===== src/rtl/tmc_spi_responder_if.sv =====
// SPI pin bundle plus write-commit/frame-error report for the TMC-style responder.
// The master side drives the SPI pins; the slave side (the responder) drives MISO and the reports.
`timescale 1ns/1ps
interface tmc_spi_responder_if;
    logic        spi_clk;
    logic        spi_cs;
    logic        mosi;
    logic        miso;
    logic        wr_valid;
    logic [6:0]  wr_addr;
    logic [31:0] wr_data;
    logic        frame_err;

    modport master (
        output spi_clk, spi_cs, mosi,
        input  miso, wr_valid, wr_addr, wr_data, frame_err
    );

    modport slave (
        input  spi_clk, spi_cs, mosi,
        output miso, wr_valid, wr_addr, wr_data, frame_err
    );
endinterface


===== src/rtl/tmc_spi_responder.sv =====
// TMC-style 40-bit SPI mode-3 responder: oversampled pins, local register file,
// status byte plus pipelined read data returned on MISO.
`timescale 1ns/1ps
module tmc_spi_responder #(
    parameter int REG_NUM     = 16,
    parameter int SYNC_STAGES = 2
) (
    input  logic       clk,
    input  logic       rst_n,
    input  logic [7:0] status_i,
    tmc_spi_responder_if.slave spi
);
    localparam int         AW        = (REG_NUM > 1) ? $clog2(REG_NUM) : 1;
    localparam logic [7:0] REG_LIMIT = 8'(REG_NUM);

    typedef enum logic [1:0] {
        ST_IDLE,
        ST_SHIFT,
        ST_COMMIT
    } state_t;

    logic [SYNC_STAGES-1:0] sck_sync_q;
    logic [SYNC_STAGES-1:0] cs_sync_q;
    logic [SYNC_STAGES-1:0] mosi_sync_q;
    logic [SYNC_STAGES:0]   flush_q;
    logic                   sck_prev_q;
    logic                   cs_prev_q;
    logic                   sck_fall_q;
    logic                   sck_rise_q;
    logic                   cs_fall_q;
    logic                   cs_rise_q;
    logic                   armed_q;

    logic sck_s;
    logic cs_s;
    logic mosi_s;

    assign sck_s  = sck_sync_q[SYNC_STAGES-1];
    assign cs_s   = cs_sync_q[SYNC_STAGES-1];
    assign mosi_s = mosi_sync_q[SYNC_STAGES-1];

    // flush_q fills with ones after reset so the idle reset values of the
    // synchronizers can never be mistaken for a genuinely observed CS-high.
    always_ff @(posedge clk or negedge rst_n) begin
        if (!rst_n) begin
            sck_sync_q  <= '1;
            cs_sync_q   <= '1;
            mosi_sync_q <= '0;
            flush_q     <= '0;
            sck_prev_q  <= 1'b1;
            cs_prev_q   <= 1'b1;
            sck_fall_q  <= 1'b0;
            sck_rise_q  <= 1'b0;
            cs_fall_q   <= 1'b0;
            cs_rise_q   <= 1'b0;
            armed_q     <= 1'b0;
        end else begin
            for (int i = SYNC_STAGES - 1; i > 0; i--) begin
                sck_sync_q[i]  <= sck_sync_q[i-1];
                cs_sync_q[i]   <= cs_sync_q[i-1];
                mosi_sync_q[i] <= mosi_sync_q[i-1];
            end
            sck_sync_q[0]  <= spi.spi_clk;
            cs_sync_q[0]   <= spi.spi_cs;
            mosi_sync_q[0] <= spi.mosi;
            flush_q        <= {flush_q[SYNC_STAGES-1:0], 1'b1};
            sck_prev_q     <= sck_s;
            cs_prev_q      <= cs_s;
            sck_fall_q     <= sck_prev_q & ~sck_s;
            sck_rise_q     <= ~sck_prev_q & sck_s;
            cs_fall_q      <= cs_prev_q & ~cs_s;
            cs_rise_q      <= ~cs_prev_q & cs_s;
            if (flush_q[SYNC_STAGES] && cs_s) begin
                armed_q <= 1'b1;
            end
        end
    end

    state_t      state_q;
    logic [39:0] tx_sh_q;
    logic [39:0] rx_sh_q;
    logic [5:0]  bit_cnt_q;
    logic        miso_q;
    logic [31:0] rd_pipe_q;
    logic        wr_valid_q;
    logic [6:0]  wr_addr_q;
    logic [31:0] wr_data_q;
    logic        frame_err_q;
    logic [31:0] reg_q [REG_NUM];

    logic          rx_write;
    logic [6:0]    rx_addr;
    logic [AW-1:0] rx_idx;
    logic          rx_in_range;

    assign rx_write    = rx_sh_q[39];
    assign rx_addr     = rx_sh_q[38:32];
    assign rx_idx      = rx_addr[AW-1:0];
    assign rx_in_range = ({1'b0, rx_addr} < REG_LIMIT);

    always_ff @(posedge clk or negedge rst_n) begin
        if (!rst_n) begin
            state_q     <= ST_IDLE;
            tx_sh_q     <= '0;
            rx_sh_q     <= '0;
            bit_cnt_q   <= '0;
            miso_q      <= 1'b0;
            rd_pipe_q   <= '0;
            wr_valid_q  <= 1'b0;
            wr_addr_q   <= '0;
            wr_data_q   <= '0;
            frame_err_q <= 1'b0;
            for (int i = 0; i < REG_NUM; i++) begin
                reg_q[i] <= '0;
            end
        end else begin
            wr_valid_q  <= 1'b0;
            frame_err_q <= 1'b0;
            case (state_q)
                ST_IDLE: begin
                    miso_q <= 1'b0;
                    if (cs_fall_q && armed_q) begin
                        state_q   <= ST_SHIFT;
                        tx_sh_q   <= {status_i, rd_pipe_q};
                        bit_cnt_q <= '0;
                    end
                end
                ST_SHIFT: begin
                    if (cs_rise_q) begin
                        state_q <= ST_COMMIT;
                        miso_q  <= 1'b0;
                        if (bit_cnt_q == 6'd40) begin
                            if (rx_write) begin
                                wr_valid_q <= 1'b1;
                                wr_addr_q  <= rx_addr;
                                wr_data_q  <= rx_sh_q[31:0];
                                if (rx_in_range) begin
                                    reg_q[rx_idx] <= rx_sh_q[31:0];
                                end
                            end else begin
                                rd_pipe_q <= rx_in_range ? reg_q[rx_idx] : 32'h0;
                            end
                        end else begin
                            frame_err_q <= 1'b1;
                        end
                    end else begin
                        if (sck_fall_q) begin
                            miso_q  <= tx_sh_q[39];
                            tx_sh_q <= {tx_sh_q[38:0], 1'b0};
                        end
                        // Counter saturates at 41 so any overlong frame stays distinguishable.
                        if (sck_rise_q) begin
                            rx_sh_q <= {rx_sh_q[38:0], mosi_s};
                            if (bit_cnt_q != 6'd41) begin
                                bit_cnt_q <= bit_cnt_q + 6'd1;
                            end
                        end
                    end
                end
                ST_COMMIT: begin
                    miso_q  <= 1'b0;
                    state_q <= ST_IDLE;
                end
                default: begin
                    miso_q  <= 1'b0;
                    state_q <= ST_IDLE;
                end
            endcase
        end
    end

    assign spi.miso      = miso_q;
    assign spi.wr_valid  = wr_valid_q;
    assign spi.wr_addr   = wr_addr_q;
    assign spi.wr_data   = wr_data_q;
    assign spi.frame_err = frame_err_q;
endmodule


===== src/flat_wrapper.sv =====
// flat-port wrapper written by rule: the top's interface ports become plain ports
module tmc_spi_responder_flat 
#(
    parameter int REG_NUM     = 16,
    parameter int SYNC_STAGES = 2
)
  (clk, rst_n, status_i, spi_spi_clk, spi_spi_cs, spi_mosi, spi_miso, spi_wr_valid, spi_wr_addr, spi_wr_data, spi_frame_err);
  tmc_spi_responder_if spi_i ();
  input  logic clk;
  input  logic rst_n;
  input  logic [7:0] status_i;
  input wire logic [$bits(spi_i.spi_clk)-1:0] spi_spi_clk;
  input wire logic [$bits(spi_i.spi_cs)-1:0] spi_spi_cs;
  input wire logic [$bits(spi_i.mosi)-1:0] spi_mosi;
  output wire logic [$bits(spi_i.miso)-1:0] spi_miso;
  output wire logic [$bits(spi_i.wr_valid)-1:0] spi_wr_valid;
  output wire logic [$bits(spi_i.wr_addr)-1:0] spi_wr_addr;
  output wire logic [$bits(spi_i.wr_data)-1:0] spi_wr_data;
  output wire logic [$bits(spi_i.frame_err)-1:0] spi_frame_err;
  assign spi_i.spi_clk = spi_spi_clk;
  assign spi_i.spi_cs = spi_spi_cs;
  assign spi_i.mosi = spi_mosi;
  assign spi_miso = spi_i.miso;
  assign spi_wr_valid = spi_i.wr_valid;
  assign spi_wr_addr = spi_i.wr_addr;
  assign spi_wr_data = spi_i.wr_data;
  assign spi_frame_err = spi_i.frame_err;
  tmc_spi_responder #(.REG_NUM(REG_NUM), .SYNC_STAGES(SYNC_STAGES)) u_core (.clk(clk), .rst_n(rst_n), .status_i(status_i), .spi(spi_i));
endmodule

===== config.mk =====
export PLATFORM = sky130hd
export DESIGN_NAME = tmc_spi_responder_flat
export DESIGN_NICKNAME = d
export VERILOG_FILES = /design/src/rtl/tmc_spi_responder_if.sv /design/src/rtl/tmc_spi_responder.sv /design/src/flat_wrapper.sv
export SDC_FILE = /design/constraint.sdc
export NUM_CORES = 1
export LEC_CHECK = 0
export BUFFER_PORTS_ARGS = -buffer_cell sky130_fd_sc_hd__buf_4
export CORE_UTILIZATION = 39
export DETAILED_ROUTE_END_ITERATION = 10
export PLACE_DENSITY_LB_ADDON = 0.3
export SYNTH_ARGS = -nofsm -noshare
export SYNTH_HDL_FRONTEND = slang
export SYNTH_SLANG_ARGS = --single-unit

===== constraint.sdc =====
create_clock -name clk -period 2.2 [get_ports clk]
set_input_delay 0 -clock clk [delete_from_list [all_inputs] [get_ports clk]]
set_output_delay 0 -clock clk [all_outputs]
set_load 0.01 [all_outputs]

==> run_results.csv <==
group,metric,value,unit
status,outcome,"finished, violations left",
status,violations,"setup timing",
sta,fin_skew,0.0227,ns
global_route,grtUsageTotal,0.195,
layout,utilization,0.483,
cts,clk_pin_slew_worst_paths,0.06,ns
worst_hold_path,worstHoldPathType,"in2reg",
cts,cts_tree,"done",
layout,fillerInstances,6416,
sta,slew_violations,0,
drt,drt_iter0_drc,949,
critical_path,critPathRequiredTime,2.70,ns
place,routabilityCongestion,0.752,
sta,min_period_over_period,1.09,
sta,finalSetupTns,-34.85,ns
layout,diodes,0,
die,ios,55,
drt,routedWlPerCell,24.0,um
sta,fmax,418,MHz
sta,tightest_slew,0.762,ns
critical_path,critPathLaunchType,"flip-flop",
die,coreArea,76200,sq um
global_route,grt_pass1_vias,18900,
sta,hold_viol_final,0,
global_route,antenna_found_initial,1,
critical_path,critPathCapture,"u_core.reg_q[229]$_DFFE_PN0P_",
drt,antenna_left,0,
layout,nNetsFinal,2119,
sta,timing.final.ws_setup,-0.194,ns
yosys,synth_ff_type,"dfrtp_1",
drt,routed_wl,76800,um
layout,layout-drive-gt1-share,0.515,
global_route,overflow,0,
power_and_ir_drop,finalPower,0.0279,W
place,hpwl,42700,um
layout,fin_area,36800,sq um
yosys,synth_top_area_share,0.568,
die,chipHeight,280,um
critical_path,cp-end-kind,"flip-flop",
critical_path,arrival,2.89,ns
power_and_ir_drop,power_density,757,nW/um^2
layout,syn_to_final_growth,22.2,%
die,start_util,0.396,
cts,cts.sinks,690,
cts,cts-htree-levels,3,
yosys,synth_area,30200,sq um
cts,numCtsBuffers,74,
drt,vias,17400,
critical_path,reg2reg_from,"u_core.rx_sh_q[38]$_DFFE_PN0P_",
place,place_area,32800,sq um
critical_path,critPathMaxFanout,9,
power_and_ir_drop,leakagePower,17.2,nW
yosys,synth.area.top_cells,"dfrtp_1, mux2_2, mux4_2, mux2_4, mux2i_1",
drt,first_pass_iters,5,
layout,multi_input_area,12700,sq um
global_route,grt_pass1_wl,116000,um
layout,seq_area,17300,sq um
cts,root_buffer,"clkbuf_16",
critical_path,worstSetupPathType,"reg2reg",
yosys,ys_warn_count,0,
yosys,yosysSeqAreaShare,0.573,
yosys,synth_top_cell_by_area,"dfrtp_1",
cts,ctsLongestPathBuffers,3,
yosys,synth.distinct_cells,44,
die,die_w,280,um
cts,clkLatencyLatePin,0.62,ns
sta,relSlewSlack,0.487,
place,io_buffers,54,
yosys,synth_enable_flop_cells,0,
yosys,synth_fp_nets,1997,
job,drv_cap,0,
critical_path,reg2reg_depth,6,
yosys,synth.most_common_cell,"dfrtp_1",
sta,rsz0062_at_grt,"true",
critical_path,reg2reg_to,"u_core.reg_q[229]$_DFFE_PN0P_",
critical_path,crit_start,"u_core.rx_sh_q[38]$_DFFE_PN0P_",
sta,min_period,2.39,ns
yosys,synthTopCellsByCount,"dfrtp_1, mux2_2, mux4_2, clkbuf_1, nand2_1",
drt,viasPerCell,5.45,
yosys,postSynth.asyncResetShare,1.00,
drt,drcViolationCount,0,
sta,finalSetupViolations,379,
yosys,syn_inst,1981,
global_route,grt_max_degree,85,
yosys,synth-seq-cells,690,
critical_path,rrSetupSlack,-0.19,ns
die,die-area,78400,sq um
yosys,synth_area_per_cell,15.2,sq um
power_and_ir_drop,peakVddDrop,0.515,mV
die,rows,101,
-- layer usage --
metal	part of all wire	track usage
met1	0.44	0.260
met2	0.49	0.330
met3	0.044	0.0325
met4	0.026	0.0539
met5	0.00010	0
-- registers in the layout, summed over array words and instances (netlist names), 3 cells and up --
signal and flops:
u_core.flush_q 3, u_core.rx_sh_q 40, u_core.tx_sh_q 40, u_core.spi.wr_addr 7, u_core.reg_q 512, u_core.spi.wr_data 32, u_core.bit_cnt_q 6, u_core.rd_pipe_q 32
-- cell usage in the layout (no fill, tap or decap), drive strengths merged, types with 11 or more instances in the layout --
master         n
a22oi         32
a31oi         39
buf          218
clkbuf       126
dfrtp        684
dlygate4sd3   12
inv           11
mux2         623
mux2i         39
mux4         128
nand2         91
nor2          46
o21ai         35
-- metrics by stage --
stage               std cells  hold WS [ns]  worst slack [ns]
floorplan                1981        -0.296           -0.0444
global placement         2995       -0.0433            -0.142
detailed placement       2995       -0.0438            -0.159
CTS                      3177       0.00772            -0.159
global route             3192        0.0366            -0.229
finish                   3192        0.0313            -0.194
-- power breakdown --
part	switching (W)	internal, W
clock network	0.00512	0.00743
logic	0.00105	0.000634
registers	0.000491	0.0131
-- cells by family after synthesis --
logic type | synth area share
mux | 0.345
flops | 0.573
buf+inv | 0.0278
simple gates | 0.0290
compound gates | 0.0239
fa+ha+maj | 0.00125
other cells | 0.000124
-- critical path, stage by stage (launching register included) --
cell     delay [ns]
dfrtp_1        0.40
or4_4          0.54
or4_4          0.51
nor2_4         0.19
buf_6          0.13
buf_12         0.14
mux2_2         0.33
-- repair_timing --
| item | CTS | global route |
|---|---|---|
| gates resized for setup | 94 | 100 |
| cloned | 13 | 7 |
| endpoints found under the hold margin | 701 | 0 |
| pin swaps | 4 | 7 |
| buffers inserted | 21 | 9 |
| hold buffers | 13 | 0 |
| endpoints found under the setup margin | 430 | 491 |
-- worst min-delay path by stage --
stage / cells past startpoint / to / startpoint / slack (ns)
after global routing: 2 / u_core.cs_sync_q[0]$_DFF_PN1_ / spi_spi_cs / 0.04
final: 2 / u_core.cs_sync_q[0]$_DFF_PN1_ / spi_spi_cs / 0.03
after CTS: 2 / u_core.cs_sync_q[0]$_DFF_PN1_ / spi_spi_cs / 0.008
after floorplan: 0 / u_core.armed_q$_DFFE_PN0P_ / rst_n / -0.30
after detailed placement: 1 / u_core.tx_sh_q[36]$_DFFE_PN0P_ / rst_n / -0.04
after global placement: 1 / u_core.tx_sh_q[36]$_DFFE_PN0P_ / rst_n / -0.04
-- area by class of cell --
cell class              count  share of cell area
clock buffers             119              0.0626
clock inverters            16             0.00442
inverters                  10             0.00102
multi-input cells        1090               0.345
flip-flops and latches    690               0.469
well taps                1030              0.0350
repair buffers            237              0.0830
(Power assumes the default switching activity.)
